[src/rtl/usb4_tc_noc_fifo_pkg.sv]
// Shared defaults for the NoC link FIFO controller and its pointer sub-block.
package usb4_tc_noc_fifo_pkg;

    localparam int DEFAULT_DEPTH = 8;
    localparam int DEFAULT_WIDTH = 37;

    // Occupancy must represent 0..depth inclusive, hence one bit more than the address.
    function automatic int cnt_w(input int depth);
        return $clog2(depth) + 1;
    endfunction

endpackage

[src/rtl/usb4_tc_noc_fifo_ptr.sv]
// Wrapping RAM pointer: increments modulo 2**AW, cleared synchronously by flush.
module usb4_tc_noc_fifo_ptr #(
    parameter int AW = 3
) (
    input  logic          clk,
    input  logic          rst_n,
    input  logic          clr,
    input  logic          inc,
    output logic [AW-1:0] ptr
);

    logic [AW-1:0] ptr_q;
    logic [AW-1:0] ptr_d;

    always_comb begin
        ptr_d = ptr_q;
        if (clr) begin
            ptr_d = '0;
        end else if (inc) begin
            ptr_d = ptr_q + AW'(1);
        end
    end

    always_ff @(posedge clk or negedge rst_n) begin
        if (!rst_n) begin
            ptr_q <= '0;
        end else begin
            ptr_q <= ptr_d;
        end
    end

    assign ptr = ptr_q;

endmodule

[src/rtl/usb4_tc_noc_fifo_ctrl_8_37.sv]
// FIFO controller beside an external 2-port RAM: pointers, occupancy, high-water mark
// and valid/ready handshakes. Data storage lives entirely in the parent's RAM.
module usb4_tc_noc_fifo_ctrl_8_37
    import usb4_tc_noc_fifo_pkg::*;
#(
    parameter int DEPTH = DEFAULT_DEPTH,
    parameter int WIDTH = DEFAULT_WIDTH,
    parameter int AW    = $clog2(DEPTH)
) (
    input  logic             clk,
    input  logic             rst_n,
    input  logic             flush,
    input  logic             in_valid,
    output logic             in_ready,
    input  logic [WIDTH-1:0] in_data,
    output logic             out_valid,
    input  logic             out_ready,
    output logic [WIDTH-1:0] out_data,
    output logic [AW:0]      count,
    output logic [AW:0]      hwm,
    output logic             ram_wen,
    output logic [AW-1:0]    ram_waddr,
    output logic [WIDTH-1:0] ram_wdata,
    output logic             ram_ren,
    output logic [AW-1:0]    ram_raddr,
    input  logic [WIDTH-1:0] ram_rdata
);

    localparam logic [AW:0] FULL_CNT = (AW+1)'(DEPTH);
    localparam logic [AW:0] ONE_CNT  = (AW+1)'(1);

    // Handshake: a transfer happens on a rising clk edge where valid && ready.
    // in_ready and out_valid depend only on registered state and flush, so there
    // is no combinational path from out_ready to in_ready; a full FIFO popped in
    // a cycle accepts its next push one cycle later.

    logic [AW:0]   count_q, count_d;
    logic [AW:0]   hwm_q, hwm_d;
    logic          push, pop;
    logic [AW-1:0] wr_ptr, rd_ptr;

    assign in_ready  = !flush && (count_q != FULL_CNT);
    assign out_valid = !flush && (count_q != '0);
    assign push      = in_valid && in_ready;
    assign pop       = out_valid && out_ready;

    usb4_tc_noc_fifo_ptr #(.AW(AW)) u_wr_ptr (
        .clk   (clk),
        .rst_n (rst_n),
        .clr   (flush),
        .inc   (push),
        .ptr   (wr_ptr)
    );

    usb4_tc_noc_fifo_ptr #(.AW(AW)) u_rd_ptr (
        .clk   (clk),
        .rst_n (rst_n),
        .clr   (flush),
        .inc   (pop),
        .ptr   (rd_ptr)
    );

    always_comb begin
        count_d = count_q;
        if (flush) begin
            count_d = '0;
        end else if (push && !pop) begin
            count_d = count_q + ONE_CNT;
        end else if (pop && !push) begin
            count_d = count_q - ONE_CNT;
        end
    end

    always_comb begin
        hwm_d = hwm_q;
        if (flush) begin
            hwm_d = '0;
        end else if (count_d > hwm_q) begin
            hwm_d = count_d;
        end
    end

    always_ff @(posedge clk or negedge rst_n) begin
        if (!rst_n) begin
            count_q <= '0;
            hwm_q   <= '0;
        end else begin
            count_q <= count_d;
            hwm_q   <= hwm_d;
        end
    end

    assign count     = count_q;
    assign hwm       = hwm_q;
    assign ram_wen   = push;
    assign ram_waddr = wr_ptr;
    assign ram_wdata = in_data;
    assign ram_ren   = out_valid;
    assign ram_raddr = rd_ptr;
    assign out_data  = ram_rdata;

    a_count_max: assert property (@(posedge clk) disable iff (!rst_n) count_q <= FULL_CNT);
    a_no_push_full: assert property (@(posedge clk) disable iff (!rst_n) push |-> (count_q != FULL_CNT));
    a_no_pop_empty: assert property (@(posedge clk) disable iff (!rst_n) pop |-> (count_q != '0));
    a_no_x_hs: assert property (@(posedge clk) disable iff (!rst_n) !$isunknown({in_valid, out_ready}));

endmodule

[config.mk]
export PLATFORM = sky130hd
export DESIGN_NAME = usb4_tc_noc_fifo_ctrl_8_37
export DESIGN_NICKNAME = d
export VERILOG_FILES = /design/src/rtl/usb4_tc_noc_fifo_pkg.sv /design/src/rtl/usb4_tc_noc_fifo_ptr.sv /design/src/rtl/usb4_tc_noc_fifo_ctrl_8_37.sv
export SDC_FILE = /design/constraint.sdc
export NUM_CORES = 1
export LEC_CHECK = 0
export ABC_CLOCK_PERIOD_IN_PS = 4300
export CAP_MARGIN = 0
export CORE_UTILIZATION = 27
export DETAILED_ROUTE_END_ITERATION = 6
export GPL_TIMING_DRIVEN = 0
export PLACE_DENSITY = 0.79
export SLEW_MARGIN = 15
export SYNTH_ARGS = -nofsm -noshare
export SYNTH_HDL_FRONTEND = slang
export SYNTH_SLANG_ARGS = --single-unit
[constraint.sdc]
create_clock -name clk -period 4.3 [get_ports clk]
set_input_delay 0.43 -clock clk [delete_from_list [all_inputs] [get_ports clk]]
set_output_delay 0.43 -clock clk [all_outputs]
set_load 0.01 [all_outputs]
### Word-level counts from Yosys, hierarchy flattened

Cells that the tools add are included.

* bits in registers: 14
* output and inout port bits: 92

* add/sub/neg operators: 4
* order comparisons: 1
* eq/ne operators: 1
* mux-type cells: 9
* reductions and logical operators: 13

Operators by type and width (count)
* 4-bit two-way mux: 5
* 3-bit two-way mux: 4
* 3-bit by 1-bit adder with 3-bit output, second input constant: 2
* 1-bit logical AND: 6
* 2-bit nonzero test: 3
* 4-bit by 1-bit adder with 4-bit output, second input constant: 1
* 4-bit greater-than comparator: 1
* 4-bit inequality test, second input constant: 1
* 4-bit nonzero test: 1
* 4-bit by 1-bit subtractor with 4-bit output, second input constant: 1
* 1-bit logical NOT: 3

### Longest topological paths before layout

Gate-level depths: netlist of the first run.

* depth in word-level cells: 11
* mapped depth: 14
* mapped depth without buffers: 14

### Modules after synthesis

From an unflattened synthesis of the first run, not the netlist that was laid out.

* cell total of the unflattened synthesis: 176
* area, all modules: 1529.0 um^2

Modules (own cells, without submodules)
* usb4_tc_noc_fifo_ctrl_8_37: instances 1, cells an instance 154, area each 1256.2 um^2, seq. area each 200.2 um^2
* usb4_tc_noc_fifo_ptr: instances 2, cells an instance 11, area each 136.4 um^2, seq. area each 75.1 um^2

### Worst setup path before layout of the first run

OpenSTA, ideal clock, no wires.

* path type: register -> register
* from: register count_q[0] (netlist: count[0])
* to: register hwm_q[0] (netlist: hwm[0])
* library setup time: 0.125 ns
* data arrival time: 2.986 ns
* data required time: 4.175 ns
* slack: 1.189 ns
* cell stages (with the launch flop): 13
* path buffers: 0
* cells stage by stage: dfrtp_1 > inv_1 > ha_1 > nor3b_2 > nor3_1 > o21ai_0 > a221oi_2 > ha_1 > nor2b_1 > o211ai_1 > a21oi_1 > nor2_1 > mux2_2

* word-level cells in the longest chain between the ends: 10

Ends and longest elaborated chain
* start: declaration: RTL line usb4_tc_noc_fifo_ctrl_8_37.sv:37 `logic [AW:0] count_q, count_d;`
* start signal: assignment: RTL line usb4_tc_noc_fifo_ctrl_8_37.sv:88 `count_q <= count_d;`
* 4-bit inequality test: RTL line usb4_tc_noc_fifo_ctrl_8_37.sv:42 `assign in_ready = !flush && (count_q != FULL_CNT);`
* 1-bit logical AND: RTL line usb4_tc_noc_fifo_ctrl_8_37.sv:42
* 1-bit logical AND: RTL line usb4_tc_noc_fifo_ctrl_8_37.sv:44 `assign push = in_valid && in_ready;`
* 1-bit logical NOT: RTL line usb4_tc_noc_fifo_ctrl_8_37.sv:69 `end else if (pop && !push) begin`
* 1-bit logical AND: RTL line usb4_tc_noc_fifo_ctrl_8_37.sv:69
* 4-bit two-way mux: RTL line usb4_tc_noc_fifo_ctrl_8_37.sv:69
* 4-bit two-way mux *: RTL line usb4_tc_noc_fifo_ctrl_8_37.sv:67 `end else if (push && !pop) begin`
* 4-bit two-way mux *: RTL line usb4_tc_noc_fifo_ctrl_8_37.sv:65 `if (flush) begin`
* net count_d[1]: RTL line usb4_tc_noc_fifo_ctrl_8_37.sv:37
* 4-bit greater-than comparator *: RTL line usb4_tc_noc_fifo_ctrl_8_37.sv:78 `end else if (count_d > hwm_q) begin`
* 2-bit nonzero test (no source line) *
* end signal: assignment: RTL line usb4_tc_noc_fifo_ctrl_8_37.sv:89 `hwm_q <= hwm_d;`
* end: declaration: RTL line usb4_tc_noc_fifo_ctrl_8_37.sv:38 `logic [AW:0] hwm_q, hwm_d;`

The timed path passes the listed nets; every way through them passes the cells marked *. The select of a mux whose other input is x is not followed.
A chain may end at the register's enable or synchronous reset.

### Worst setup path after layout of the first run

Ends and elaborated chain as after synthesis.

==> flow_metrics.tcl, run 1 <==
set metrics [dict create \
    status "finished, final reports clean" \
    cts_tree "done" \
    ys_warn_count 0 \
    crit_arrival_ns 3.64 \
    htreeDepth 1 \
    mostFrequentLayoutCells "clkdlybuf4s50_1, buf_4, dfrtp_1, nor2_1, inv_1" \
    syn_avg_cell_area_um2 8.68 \
    core-area_um2 5140 \
    r2r_slack_ns 0.80 \
    r2r-end "hwm[0]$_DFFE_PN0P_" \
    grt_overflow 0 \
    synthCells 168 \
    start_kind "flop" \
    r2r_start "count[0]$_DFF_PN0_" \
    dp.cells 334 \
    p_leak_nw 1.16 \
    antenna_found_initial 0 \
    numCtsBuffers 3 \
    finalClockSkew_ns 0.00114 \
    layout_commonest_cell "clkdlybuf4s50_1" \
    dp_hpwl_um 3110 \
    stdcell_count 337 \
    tns_ns 0 \
    crit_required_ns 4.43 \
    boundaryPins 171 \
    min_path_type "reg2reg" \
    syn-num-nets 255 \
    drc 0 \
    vias_per_cell 4.09 \
    cts_setup_buffers 0 \
    rsz0062_at_grt "false" \
    cts.clk_slew.worst_paths_ns 0.06 \
    finalSetupViolations 0 \
    clock_path_buffers 2 \
    place_congestion 0.739 \
    path_class "reg2reg" \
    grt_pass1_wl_um 4750 \
    initial_core_util_pct 28.4 \
    synth-main-ff-cell "dfrtp_1" \
    hold_viol 0 \
    die_y_um 75.5 \
    min_from "u_rd_ptr.ptr[0]$_DFFE_PN0P_" \
    maxCapViolCount 0 \
    core.rowCount 26 \
    port-buffer-count 96 \
    worst_pin_slew_ns 0.693 \
    clockRootBuffer "clkbuf_8" \
    post-route-period-util_pct 81.5 \
    fmax_ghz 0.285 \
    drt_iter0_drc 17 \
    final_core_util_pct 49.6 \
    end_kind "flop" \
    drtPass1Iterations 4 \
    finalCriticalPeriod_ns 3.50 \
    die_x_um 75.5 \
    cts_resized 0 \
    slew_violations 0 \
    seq_area_frac_synth_pct 24.0 \
    r2r_cells 11 \
    synth-edff-count 0 \
    slew_headroom_pct 53.4 \
    powerDensity_nw_per_um2 315 \
    hold_depth 1 \
    clkLatencyLatePin_ns 0.25 \
    ir_drop_uv 273 \
    finalNetCount 356 \
    grt_max_degree 15 \
    diodes 0 \
    antenna_left 0 \
    wirelength_um 3600 \
    dieArea_um2 5700 \
    grt_pass1_vias 1100 \
    syn_area_um2 1460 \
    synthArstFlopShare_pct 100 \
    critPathMaxFanout 7 \
    cts_hold_buf 0 \
    numClockSinks 14 \
    crit_start "count[0]$_DFF_PN0_" \
    vias 1377 \
    drive_gt1_share_pct 32.6 \
    fill_cells 502 \
    ys_types 30 \
    avgRoutedWirePerCell_um 10.7 \
    syn_to_final_growth_pct 74.8 \
    synth-seq-cells 14 \
    min_to "u_rd_ptr.ptr[0]$_DFFE_PN0P_" \
    track_usage_pct 10.9 \
]
## Yosys cell counts (all sizes together), types with 3 or more instances
cell type | count | area, um^2
buf | 75 | 563
dfrtp | 14 | 350
ha | 8 | 100
inv | 12 | 45.1
mux2 | 3 | 33.8
nand2 | 9 | 33.8
nand3 | 4 | 25.0
nor2 | 11 | 41.3
nor3 | 3 | 15.0
xnor2 | 4 | 35.0
## registers in the layout, indices dropped and copies added, names as in the netlist
register,cells
hwm,4
u_rd_ptr.ptr,3
count,4
u_wr_ptr.ptr,3
## how the worst max path moves through the flow
stage | slack (ns) | end | cells past startpoint
floorplan | 1.19 | hwm[0]$_DFFE_PN0P_ | 12
global placement | 0.67 | hwm[1]$_DFFE_PN0P_ | 12
detailed placement | 0.62 | hwm[0]$_DFFE_PN0P_ | 12
CTS | 0.78 | hwm[0]$_DFFE_PN0P_ | 12
global route | 0.46 | hwm[1]$_DFFE_PN0P_ | 12
finish | 0.80 | hwm[0]$_DFFE_PN0P_ | 11
## report_power, final
group	internal [W]	switching [W]	leakage (nW)	total, W
Clock	0.0000620	0.0000466	0.0216	0.000109
Combinational	0.000282	0.000220	0.948	0.000503
Sequential	0.000161	0.0000296	0.189	0.000190
Total	0.000505	0.000297	1.16	0.000802
## metal layers
metal,up-vias,part of all wire (%),track usage (%)
li1,673,-,-
met1,615,36,11.5
met2,85,52,21.2
met3,4,10,1.72
met4,0,1.1,4.32
met5,-,0,0
## area by class of cell
type / count / area [um^2] / share of cell area, %
repair buffers: 96 / 961 / 37.7
plain buffers: 77 / 571 / 22.4
multi-input cells: 65 / 492 / 19.3
flip-flops and latches: 14 / 350 / 13.8
well taps: 70 / 87.6 / 3.44
inverters: 12 / 45.0 / 1.77
clock buffers: 3 / 41.3 / 1.62
## metrics by stage
stage               setup slack (ns)  hold WS (ns)  power (W)  instance area [um^2]
CTS                            0.778         0.512   0.000807                  2550
detailed placement             0.623         0.500   0.000696                  2510
global route                   0.460         0.554   0.000869                  2550
global placement               0.669         0.509   0.000687                  2510
floorplan                       1.19         0.134   0.000498                  1460
finish                         0.797         0.512   0.000802                  2550
## worst max-delay path, cell delays in order, from the launching register on
cell      delay (ns)
dfrtp_1         0.40
inv_1           0.10
ha_1            0.25
nor3b_2         0.20
nor3_1          0.55
o21ai_0         0.19
a221oi_2        0.35
ha_1            0.30
and4_1          0.19
a21oi_1         0.42
nor2_1          0.14
mux2_2          0.29
## cell families after synthesis
group / after synthesis / share of synthesized area [%]
flip-flops: 14 / 24.0
multiplexers: 4 / 3.00
buffers and inverters: 89 / 42.2
adder cells (fa/ha/maj): 8 / 6.87
AND/OR/NAND/NOR: 34 / 11.8
XOR/XNOR: 6 / 3.61
AO/OA/AOI/OAI: 13 / 8.50
Note: power is estimated with default switching activity, not from simulation.
==> run 2: changes to the inputs <==
ABC_CLOCK_PERIOD_IN_PS = 3100   (was 4300)
CORE_UTILIZATION = 25   (was 27)
PLACE_DENSITY = 0.77   (was 0.79)
clock period = 3.1 ns   (was 4.3 ns; I/O delays follow)
==> run 2 against run 1 <==
Effect of this change: power is 74% higher; clock skew barely moved; critical path depth grew 1; first-iteration DRC count decreased by 41%; highest routed layer unchanged; design area increased by 6.3%; critical endpoint is now hwm[1]$_DFFE_PN0P_; flip-flop and latch count unchanged; count of clock-buffer cells in the layout is 1 higher; global-route usage increased by 0.13 points; combinational power is 89% higher; sequential share of layout area down 0.82 points; largest cell class unchanged.
==> flow_metrics.tcl, run 2 (same netlist as run 1, synthesis figures left out) <==
set metrics [dict create \
    status "finished, final reports clean" \
    drive_gt1_share_pct 38.1 \
    slew_headroom_pct 55.4 \
    path_class "reg2reg" \
    powerDensity_nw_per_um2 515 \
    rsz0062_at_grt "true" \
    whs_ns 0.462 \
    crit_arrival_ns 3.15 \
    track_usage_pct 11.0 \
    cts_tree "done" \
    numClockSinks 14 \
    ir_drop_uv 293 \
    post_dp_cell_area_um2 2510 \
    clock_path_buffers 2 \
    fill_cells 521 \
    antenna_left 0 \
    vias_per_cell 4.03 \
    hold_viol 0 \
    vias 1412 \
    drt_iter0_drc 10 \
    finalSetupViolations 0 \
    grt_max_degree 15 \
    stdcell_count 350 \
    grt_pass1_wl_um 5400 \
    fmax_ghz 0.332 \
    crit_start "count[0]$_DFF_PN0_" \
    dieArea_um2 6140 \
    numCtsBuffers 3 \
    dp.cells 336 \
    htreeDepth 1 \
    slew_violations 0 \
    end_kind "flop" \
    diodes 0 \
    clkLatencyLatePin_ns 0.25 \
    dp_hpwl_um 3070 \
    layout_commonest_cell "clkdlybuf4s50_1" \
    finalClockSkew_ns 0.00109 \
    maxCapViolCount 0 \
    mostFrequentLayoutCells "clkdlybuf4s50_1, buf_4, dfrtp_1, nor2_1, nand2_1" \
    critPathMaxFanout 4 \
    start_kind "flop" \
    min_path_type "in2async" \
    avgRoutedWirePerCell_um 10.9 \
    initial_core_util_pct 26.2 \
    worst_pin_slew_ns 0.667 \
    cts.clk_slew.worst_paths_ns 0.06 \
    clockRootBuffer "clkbuf_8" \
    finalNetCount 366 \
    boundaryPins 171 \
    die_x_um 78.4 \
    p_leak_nw 1.23 \
    wirelength_um 3810 \
    drc 0 \
    fin_area_um2 2710 \
    core-area_um2 5570 \
    r2r_start "count[0]$_DFF_PN0_" \
    core.rowCount 27 \
    place_congestion 0.822 \
    drtPass1Iterations 4 \
    crit_required_ns 3.24 \
    finalCriticalPeriod_ns 3.01 \
    grt_pass1_vias 1247 \
    antenna_found_initial 0 \
    post-route-period-util_pct 97.1 \
    die_y_um 78.4 \
    syn_to_final_growth_pct 85.8 \
    port-buffer-count 96 \
    grt_overflow 0 \
]
==> run 2: final timing paths <==
kind / endpoint / slack (ns) / depth (start not counted)
setup / recovery: hwm[1]$_DFFE_PN0P_ / 0.09 / 12
hold / removal: count[0]$_DFF_PN0_ / 0.46 / 1
setup reg to reg: hwm[1]$_DFFE_PN0P_ / 0.09 / 12
hold reg to reg: u_rd_ptr.ptr[0]$_DFFE_PN0P_ / 0.52 / 1
max in group asynchronous: hwm[2]$_DFFE_PN0P_ / 2.21 / 1
min in group clk: u_rd_ptr.ptr[0]$_DFFE_PN0P_ / 0.52 / 1
==> run 2: area by class of cell <==
cell class	instances	area [um^2]	area share, %
plain buffers	76	567	20.9
clock buffers	4	55.1	2.03
inverters	12	45.0	1.66
multi-input cells	65	558	20.6
flip-flops and latches	14	350	12.9
well taps	72	90.1	3.33
repair buffers	107	1040	38.5
==> run 2: per-layer routing <==
layer	part of all wire [%]	track usage, %
met1	36	12.6
met2	53	20.0
met3	9.3	1.98
met4	1.1	4.44
met5	0	0
==> run 2: power breakdown <==
group          internal [W]  total [W]  switching (W)
Clock              0.000113   0.000186      0.0000730
Sequential         0.000223   0.000259      0.0000360
Combinational      0.000543   0.000951       0.000408
Total              0.000878    0.00140       0.000517
==> run 2: stage by stage <==
step	power, W	setup slack, ns	utilization, %	setup TNS, ns
2_1_floorplan	0.000693	0.0373	-	0
3_3_place_gp	0.000952	-0.395	45.1	-1.25
3_5_place_dp	0.000969	-0.407	45.1	-1.33
4_1_cts	0.00128	0.0248	47.1	0
5_1_grt	0.00150	-0.0863	48.6	-0.259
6_report	0.00140	0.0905	48.6	0
==> run 2: critical path, stage by stage, from the launching register on <==
cell and delay (ns):
dfrtp_1 0.38, inv_2 0.10, ha_4 0.16, nand3b_1 0.17, a2111oi_4 0.43, nor2_1 0.13, a221oi_4 0.29, ha_1 0.28
nor2b_1 0.13, o211ai_1 0.27, a21oi_4 0.11, nor2_4 0.11, mux2_2 0.33
==> run 2: what timing repair did <==
action / in CTS / in global routing
gates cloned: 0 / 0
pin swaps: 6 / 6
hold buffers: 0 / 0
setup endpoints to repair: 4 / 4
resized for setup: 6 / 6
buffers inserted: 5 / 6
